**config.mk**
```make
export PLATFORM = sky130hd
export DESIGN_NAME = target_tracking_unit
export DESIGN_NICKNAME = d
export VERILOG_FILES = /design/src/rtl/ttu_pkg.sv /design/src/rtl/ttu_echo_capture.sv /design/src/rtl/target_tracking_unit.sv
export SDC_FILE = /design/constraint.sdc
export NUM_CORES = 1
export LEC_CHECK = 0
export CORE_MARGIN = 3
export CORE_UTILIZATION = 23
export DETAILED_ROUTE_END_ITERATION = 12
export DONT_BUFFER_PORTS = 1
export GPL_TIMING_DRIVEN = 0
export PLACE_DENSITY_LB_ADDON = 0.1
export REMOVE_ABC_BUFFERS = 1
export SYNTH_ARGS = -nofsm -noshare
export SYNTH_HDL_FRONTEND = slang
export SYNTH_SLANG_ARGS = --single-unit
```
**constraint.sdc**
```tcl
create_clock -name clk -period 7.4 [get_ports clk]
set_input_delay 1.11 -clock clk [delete_from_list [all_inputs] [get_ports clk]]
set_output_delay 1.11 -clock clk [all_outputs]
set_load 0.01 [all_outputs]
```
**src/rtl/ttu_pkg.sv**
```systemverilog
// Shared types and default timing for the target tracking unit.
// Optional echo capture is built only when TTU_ECHO_LATCH_EN is defined.
package ttu_pkg;

  typedef enum logic [1:0] {
    TTU_IDLE     = 2'b00,
    TTU_TRANSMIT = 2'b01,
    TTU_LISTEN   = 2'b10,
    TTU_TRACK    = 2'b11
  } ttu_state_e;

  localparam int unsigned TTU_CLK_PERIOD_US = 10;
  localparam int unsigned TTU_TRANSMIT_US   = 50;
  localparam int unsigned TTU_LISTEN_US     = 100;
  localparam int unsigned TTU_TRACK_US      = 300;
  localparam int unsigned TTU_M_PER_US      = 150;

  localparam int unsigned DIST_W = 14;

  // Width of one counter able to time the longest of the three phases.
  function automatic int unsigned ttu_cnt_width(input int unsigned a,
                                                input int unsigned b,
                                                input int unsigned c);
    int unsigned m;
    m = (a > b) ? a : b;
    m = (m > c) ? m : c;
    return (m < 2) ? 1 : $clog2(m);
  endfunction

endpackage

```
**src/rtl/ttu_echo_capture.sv**
```systemverilog
// Catches sub-cycle echo pulses with a toggle flop and flags them in the clk domain.
// Instantiated only when TTU_ECHO_LATCH_EN is defined.
module ttu_echo_capture (
  input  logic clk,
  input  logic echo_i,
  output logic echo_event_o
);

  logic toggle_q = 1'b0;
  logic mirror_q;

  always_ff @(posedge echo_i) begin
    toggle_q <= ~toggle_q;
  end

  // The mirror realigns on every clk edge, which also covers reset, so any
  // echo seen outside the listen window is dropped after one cycle.
  always_ff @(posedge clk) begin
    mirror_q <= toggle_q;
  end

  assign echo_event_o = toggle_q ^ mirror_q;

endmodule

```
**src/rtl/target_tracking_unit.sv**
```systemverilog
// Radar target tracker: fire pulse, listen for echo, convert to range, hold lock.
// Define TTU_ECHO_LATCH_EN to capture echo pulses shorter than one clock.
module target_tracking_unit
  import ttu_pkg::*;
#(
  parameter int unsigned CLK_PERIOD_US = TTU_CLK_PERIOD_US,
  parameter int unsigned TRANSMIT_US   = TTU_TRANSMIT_US,
  parameter int unsigned LISTEN_US     = TTU_LISTEN_US,
  parameter int unsigned TRACK_US      = TTU_TRACK_US,
  parameter int unsigned M_PER_US      = TTU_M_PER_US
) (
  input  logic              clk,
  input  logic              rst,
  input  logic              track_target_command,
  input  logic              echo,
  output logic              trigger_radar_transmitter,
  output logic [DIST_W-1:0] distance_to_target,
  output logic              target_locked,
  output logic [1:0]        TTU_state
);

  localparam logic [1:0] S_IDLE     = TTU_IDLE;
  localparam logic [1:0] S_TRANSMIT = TTU_TRANSMIT;
  localparam logic [1:0] S_LISTEN   = TTU_LISTEN;
  localparam logic [1:0] S_TRACK    = TTU_TRACK;

  localparam int unsigned TX_CYC     = TRANSMIT_US / CLK_PERIOD_US;
  localparam int unsigned LISTEN_CYC = LISTEN_US / CLK_PERIOD_US;
  localparam int unsigned TRACK_CYC  = TRACK_US / CLK_PERIOD_US;
  localparam int unsigned M_PER_CYC  = CLK_PERIOD_US * M_PER_US;
  localparam int unsigned CNT_W      = ttu_cnt_width(TX_CYC, LISTEN_CYC, TRACK_CYC);

  localparam logic [CNT_W-1:0] TX_LAST     = CNT_W'(TX_CYC - 1);
  localparam logic [CNT_W-1:0] LISTEN_LAST = CNT_W'(LISTEN_CYC - 1);
  localparam logic [CNT_W-1:0] TRACK_LAST  = CNT_W'(TRACK_CYC - 1);

  logic [1:0]        state_q, state_d;
  logic [CNT_W-1:0]  cnt_q, cnt_d;
  logic [DIST_W-1:0] dist_q, dist_d;
  logic              lock_q, lock_d;
  logic              trig_q;
  logic              echo_event;

`ifdef TTU_ECHO_LATCH_EN
  ttu_echo_capture u_echo_capture (
    .clk          (clk),
    .echo_i       (echo),
    .echo_event_o (echo_event)
  );
`else
  assign echo_event = echo;
`endif

  // NOTE: every variable gets a default before the case so no path leaves
  // it unassigned; otherwise synthesis infers a latch.
  always_comb begin
    state_d = state_q;
    cnt_d   = cnt_q + 1'b1;
    dist_d  = dist_q;
    lock_d  = lock_q;
    case (state_q)
      S_IDLE: begin
        cnt_d = '0;
        if (track_target_command) state_d = S_TRANSMIT;
      end
      S_TRANSMIT: begin
        if (cnt_q == TX_LAST) begin
          state_d = S_LISTEN;
          cnt_d   = '0;
        end
      end
      S_LISTEN: begin
        // cnt_q + 1 is the edge index since entry; echo wins over timeout.
        if (echo_event) begin
          dist_d  = DIST_W'((32'(cnt_q) + 32'd1) * M_PER_CYC);
          lock_d  = 1'b1;
          state_d = S_TRACK;
          cnt_d   = '0;
        end else if (cnt_q == LISTEN_LAST) begin
          dist_d  = '0;
          lock_d  = 1'b0;
          state_d = S_IDLE;
          cnt_d   = '0;
        end
      end
      S_TRACK: begin
        if (track_target_command) begin
          state_d = S_TRANSMIT;
          cnt_d   = '0;
        end else if (cnt_q == TRACK_LAST) begin
          dist_d  = '0;
          lock_d  = 1'b0;
          state_d = S_IDLE;
          cnt_d   = '0;
        end
      end
      default: begin
        state_d = S_IDLE;
        cnt_d   = '0;
      end
    endcase
  end

  // NOTE: registers use non-blocking assignments so every flop samples the
  // values from before this edge, independent of statement order.
  always_ff @(posedge clk) begin
    if (rst) begin
      state_q <= S_IDLE;
      cnt_q   <= '0;
      dist_q  <= '0;
      lock_q  <= 1'b0;
      trig_q  <= 1'b0;
    end else begin
      state_q <= state_d;
      cnt_q   <= cnt_d;
      dist_q  <= dist_d;
      lock_q  <= lock_d;
      trig_q  <= (state_d == S_TRANSMIT);
    end
  end

  assign trigger_radar_transmitter = trig_q;
  assign distance_to_target        = dist_q;
  assign target_locked             = lock_q;
  assign TTU_state                 = state_q;

endmodule

```
==> results.cfg, run 1 <==
[outcome]
status = finished, final reports clean

[critical_path]
crit_chain = ha_1 -> xnor2_1 -> inv_1 -> ha_1 -> xnor2_1 -> fa_1 -> inv_1 -> fa_1 -> inv_1 -> ha_1 -> a211oi_1 -> o21ai_1 -> o31ai_2 -> xnor2_1 -> a22o_1
crit_path_max_fanout = 9
crit_family = adder cells
reg2reg_depth = 15
cp_num_buf_inv = 3
required_ns = 7.56
cp-start-kind = register
cpMaxStageDelayCell = fa_1
end_kind = register
criticalPathCategory = reg2reg
r2r-end = distance_to_target[13]$_SDFFE_PP0P_
r2r-start = cnt_q[0]$_SDFF_PP0_
crit_arrival_ns = 4.58
regToRegSetupSlack_ns = 2.98
max_stage_delay_ns = 0.53

[sta]
slew_violations = 0
setup_viol = 0
relSlewSlack_pct = 33.8
tightest_slew_ns = 0.991
holdWs_ns = 0.534
max_freq_mhz = 226
hold_viol_final = 0
fin_crit_sh_pct = 59.7
fin_crit_ns = 4.42
rsz0062_at_grt = false
fin_skew_ns = 0.00451
tns_ns = 0

[logic_synthesis]
synth-edff-count = 0
yosysTopAreaCell = dfxtp_1
synth_top_area_share_pct = 22.9
netlist_top_cells_count = 37 x inv_1, 21 x dfxtp_1, 21 x ha_1
avgSynthCellArea_um2 = 9.66
async_reset_ff_share_pct = 0
yosysSeqAreaShare_pct = 22.9
ys_ff_latch = 21
ys_warn_count = 0
netlist_area_um2 = 1840
syn_inst = 190
postSynth.topFlopCell = dfxtp_1
ys_types = 50
synth.most_common_cell = inv_1
yosys-top-cells-area = dfxtp_1 23%, fa_1 15%, ha_1 14%, inv_1 7.6%, a22o_1 4.8%

[power]
p_sw_share_pct = 31.0
seqPwrFrac_pct = 49.9
finalPower_mw = 0.259
p_sw_mw = 0.0804
ir_drop_uv = 40.3
clockPowerShare_pct = 30.1
p_int_mw = 0.179
p_comb_share_pct = 20.0
power_density_nw_per_um2 = 132
leakage_nw = 0.882

[layout]
finish.net_count = 228
drive_gt1_share_pct = 10.6
syn_to_final_growth_pct = 6.68
fill_cells = 795
num_antenna_cells = 0

[flow_run]
maxCapViolations = 0

[global_route]
grt_max_degree = 14
grt_pass1_vias = 1223
grt_pass1_wl_mm = 6.09
overflow = 0
antenna_found_initial = 0
grt_use_total_pct = 8.81

[clocking]
htreeDepth = 1
clock_path_buffers = 2
ctsHoldBuffers = 0
root_buffer = clkbuf_8
cts_resized = 0
clk_latency_ns = 0.26
cts.reportedPaths.clkPinSlew_ns = 0.08
cts_tree = done
numCtsBuffers = 3
cts.sinks = 21
post_cts_buffers = 0

[place]
dpl.hpwl_mm = 3.07
portBuffers = 0
place_congestion = 0.712

[floorplanning]
die_x_um = 95.3
die-area_um2 = 9090
io-pin-count = 22
fp.dieH_um = 95.3
fp-row-count = 31
core_um2 = 7490
initial_utilization_pct = 24.5

[route]
wl_per_cell_um = 12.6
via_per_inst = 4.27
dr.pass1.iters = 4
drc = 0
ant_nets = 0
drt_iter0_markers = 51
drt_wl_total_mm = 3.63
vias = 1226

[worst_hold_path]
worstHoldPathCells = 1
hp-start = target_locked$_SDFFE_PP0P_
hold-path-endpoint = target_locked$_SDFFE_PP0P_
hp-class = reg2reg
[worst max-delay path by stage]
stage	startpoint	end	slack [ns]	cells past startpoint
2_1_floorplan	cnt_q[0]$_SDFF_PP0_	distance_to_target[10]$_SDFFE_PP0P_	3.42	14
3_3_place_gp	cnt_q[0]$_SDFF_PP0_	distance_to_target[13]$_SDFFE_PP0P_	2.98	15
3_5_place_dp	cnt_q[0]$_SDFF_PP0_	distance_to_target[13]$_SDFFE_PP0P_	2.98	15
4_1_cts	cnt_q[0]$_SDFF_PP0_	distance_to_target[13]$_SDFFE_PP0P_	2.96	15
5_1_grt	cnt_q[0]$_SDFF_PP0_	distance_to_target[13]$_SDFFE_PP0P_	2.66	15
6_report	cnt_q[0]$_SDFF_PP0_	distance_to_target[13]$_SDFFE_PP0P_	2.98	15
[stage by stage]
step           util (%)  area [um2]  setup slack [ns]  instances
2_1_floorplan         -        1790              3.42        184
3_3_place_gp       25.5        1910              2.98        283
3_5_place_dp       25.5        1910              2.98        283
4_1_cts            26.2        1960              2.96        287
5_1_grt            26.2        1960              2.66        287
6_report           26.2        1960              2.98        287
[flip-flops by register name, indices dropped and copies added (netlist names)]
name and count:
target_locked 1, cnt_q 5, distance_to_target 12, trigger_radar_transmitter 1, TTU_state 2
[metal layers]
metal	vias up	track usage, %	share of wire, %
met5	-	0	0
met4	0	3.25	1.1
met3	2	1.82	3.0
met2	17	12.5	42
met1	584	12.9	54
li1	623	-	-
[final cells by class]
type	count	area, um2	area share (%)
clock buffer	3	41.3	2.11
clock inverter	1	5.00	0.256
inverter	37	139	7.09
multi-input combinational	126	1230	62.7
sequential	21	420	21.5
tap	99	124	6.33
[power groups by stage]
stage | sequential, mW | combinational, mW | clock [mW]
after floorplan | 0.130 | 0.0430 | 0
after global placement | 0.132 | 0.0541 | 0
after detailed placement | 0.132 | 0.0528 | 0
after CTS | 0.130 | 0.0531 | 0.0827
after global routing | 0.131 | 0.0601 | 0.0878
final | 0.129 | 0.0520 | 0.0779
[cells in the final DEF (no fill, tap or decap), types with 2 or more instances in the layout]
| cell type | n |
|---|---|
| nand2b_1 | 2 |
| xnor2_1 | 8 |
| ha_1 | 21 |
| fa_1 | 14 |
| nor3_1 | 2 |
| nand2_1 | 5 |
| xor2_1 | 6 |
| inv_1 | 37 |
| a21oi_1 | 3 |
| nor3_2 | 2 |
| conb_1 | 2 |
| nand4_1 | 3 |
| o21a_1 | 2 |
| nor2_1 | 10 |
| nand3_1 | 2 |
| a22o_1 | 10 |
| a211oi_2 | 2 |
| dfxtp_1 | 21 |
| nor2b_1 | 2 |
| o21ai_0 | 4 |
| clkbuf_8 | 3 |
| nor3b_2 | 2 |
[kinds of logic after synthesis]
logic type      Yosys count  share of synthesized area (%)
buf+inv                  44                           10.4
compound gates           38                           18.0
simple gates             37                           12.3
fa+ha+maj                35                           29.6
flops                    21                           22.9
xor+xnor                 14                           6.68
other cells               1                          0.204
Power figures use the tool's default switching activity.
==> run 2: changes to the inputs <==
==> constraint.sdc (replaced) <==
create_clock -name clk -period 4.3 [get_ports clk]
set_input_delay 0.645 -clock clk [delete_from_list [all_inputs] [get_ports clk]]
set_output_delay 0.645 -clock clk [all_outputs]
set_load 0.01 [all_outputs]
==> results.cfg, run 2 (synthesis results as in run 1) <==
[outcome]
status = finished, final reports clean

[clocking]
root_buffer = clkbuf_8
clk_latency_ns = 0.26
htreeDepth = 1
cts.sinks = 21
post_cts_buffers = 0
clock_path_buffers = 2
numCtsBuffers = 3
ctsHoldBuffers = 0
cts.reportedPaths.clkPinSlew_ns = 0.09
cts_tree = done

[critical_path]
crit_path_max_fanout = 9
crit_arrival_ns = 4.21
cp-start-kind = register
criticalPathCategory = reg2reg
end_kind = register
r2r-start = cnt_q[0]$_SDFF_PP0_
worstSetupStartpoint = cnt_q[0]$_SDFF_PP0_
required_ns = 4.46

[place]
place_inst = 283
place_congestion = 0.712
placed_area_um2 = 1910
portBuffers = 0
dpl.hpwl_mm = 3.07
place_ws_ns = -0.117

[route]
via_per_inst = 4.25
drc = 0
ant_nets = 0
drt_iter0_markers = 50
dr.pass1.iters = 4
drt_wl_total_mm = 3.67
wl_per_cell_um = 12.8
vias = 1219

[floorplanning]
fp.dieH_um = 95.3
initial_utilization_pct = 24.5
fp-row-count = 31
die-area_um2 = 9090
core_um2 = 7490
io-pin-count = 22
die_x_um = 95.3

[power]
power_density_nw_per_um2 = 223
p_comb_share_pct = 20.2
p_int_mw = 0.308
p_sw_mw = 0.139
p_sw_share_pct = 31.2
leakage_nw = 0.885
ir_drop_uv = 69.4
clockPowerShare_pct = 30.1
seqPwrFrac_pct = 49.7
finalPower_mw = 0.448

[layout]
multi_input_area_um2 = 1270
final_cell_mix = 37 x inv_1, 19 x ha_1, 18 x dfxtp_1, 13 x fa_1
syn_to_final_growth_pct = 9.27
largest_reg_flops = 12
mostFrequentLayoutCell = inv_1
drive_gt1_share_pct = 16.0
num_antenna_cells = 0
utilization_pct = 26.8
layout.cells.non_filler = 287
seqCellArea_um2 = 427
finish.net_count = 228
fin_area_um2 = 2010
fill_cells = 788

[global_route]
grt_max_degree = 14
grt_pass1_wl_mm = 6.08
antenna_found_initial = 0
grt_use_total_pct = 8.82
overflow = 0
grt_pass1_vias = 1220

[sta]
fin_crit_ns = 4.05
tns_ns = 0
setup_viol = 0
relSlewSlack_pct = 33.8
fin_skew_ns = 0.00555
max_freq_mhz = 247
slew_violations = 0
layout_setup_ws_ns = 0.247
tightest_slew_ns = 0.991
rsz0062_at_grt = false
fin_crit_sh_pct = 94.3
holdWs_ns = 0.434
hold_viol_final = 0

[worst_hold_path]
hp-start = rst
hp-class = in2reg

[flow_run]
maxCapViolations = 0
-- run 2: cell count changes in the layout (fill, tap and decap cells not counted), moves of 2 or more --
| cell | before | now |
|---|---|---|
| ha_2 | 0 | 2 |
| dfxtp_1 | 21 | 18 |
| ha_1 | 21 | 19 |
| dfxtp_2 | 0 | 2 |
-- run 2: worst paths after layout --
kind | depth (start not counted) | slack, ns | endpoint
worst max-delay path | 13 | 0.25 | distance_to_target[10]$_SDFFE_PP0P_
worst min-delay path | 1 | 0.43 | TTU_state[0]$_SDFF_PP0_
worst max register to register | 13 | 0.25 | distance_to_target[10]$_SDFFE_PP0P_
worst min register to register | 1 | 0.51 | cnt_q[0]$_SDFF_PP0_
-- run 2: critical path, cell delays in order (launching register included) --
cell and delay [ns]:
dfxtp_4 0.42, ha_2 0.25, nand3_1 0.13, xor2_2 0.23, fa_2 0.51, fa_1 0.52
fa_1 0.51, inv_1 0.04, ha_2 0.33, nand4_1 0.18, a21boi_2 0.09, o21a_1 0.18
or3_1 0.31, a32o_1 0.24
-- run 2: final cells by class --
class                      instances  area share, %
tap                               99           6.18
sequential                        21           21.3
clock buffer                       3           2.06
clock inverter                     1          0.250
inverter                          37           6.92
multi-input combinational        126           63.3
-- run 2: power by group through the flow --
| stage | Combinational (mW) | Clock, mW | Sequential [mW] |
|---|---|---|---|
| after detailed placement | 0.0908 | 0 | 0.227 |
| final | 0.0903 | 0.135 | 0.223 |
| after global routing | 0.105 | 0.151 | 0.225 |
| after CTS | 0.0915 | 0.142 | 0.223 |
| after global placement | 0.0930 | 0 | 0.228 |
| after floorplan | 0.0741 | 0 | 0.223 |
-- run 2: timing repair --
item                                    4_1_cts  5_1_grt
endpoints found under the setup margin        2        2
gates resized for setup                       4        8
cloned                                        0        0
pin swaps                                     0        1
-- run 2: routing by layer --
metal | global-route usage [%] | part of all wire [%] | up-vias
li1 | - | - | 620
met1 | 13.0 | 53 | 584
met2 | 12.5 | 43 | 13
met3 | 1.82 | 2.8 | 2
met4 | 3.25 | 1.1 | 0
met5 | 0 | 0 | -
==> run 3: changes to the inputs <==
--- a/config.mk
+++ b/config.mk
@@ -7,6 +7,7 @@
 export LEC_CHECK = 0
 export CORE_MARGIN = 3
 export CORE_UTILIZATION = 23
+export CTS_CLUSTER_SIZE = 30
 export DETAILED_ROUTE_END_ITERATION = 12
 export DONT_BUFFER_PORTS = 1
 export GPL_TIMING_DRIVEN = 0
==> results of run 3 <==
Same layout as run 2: the final DEF is identical, and so are final timing and power.
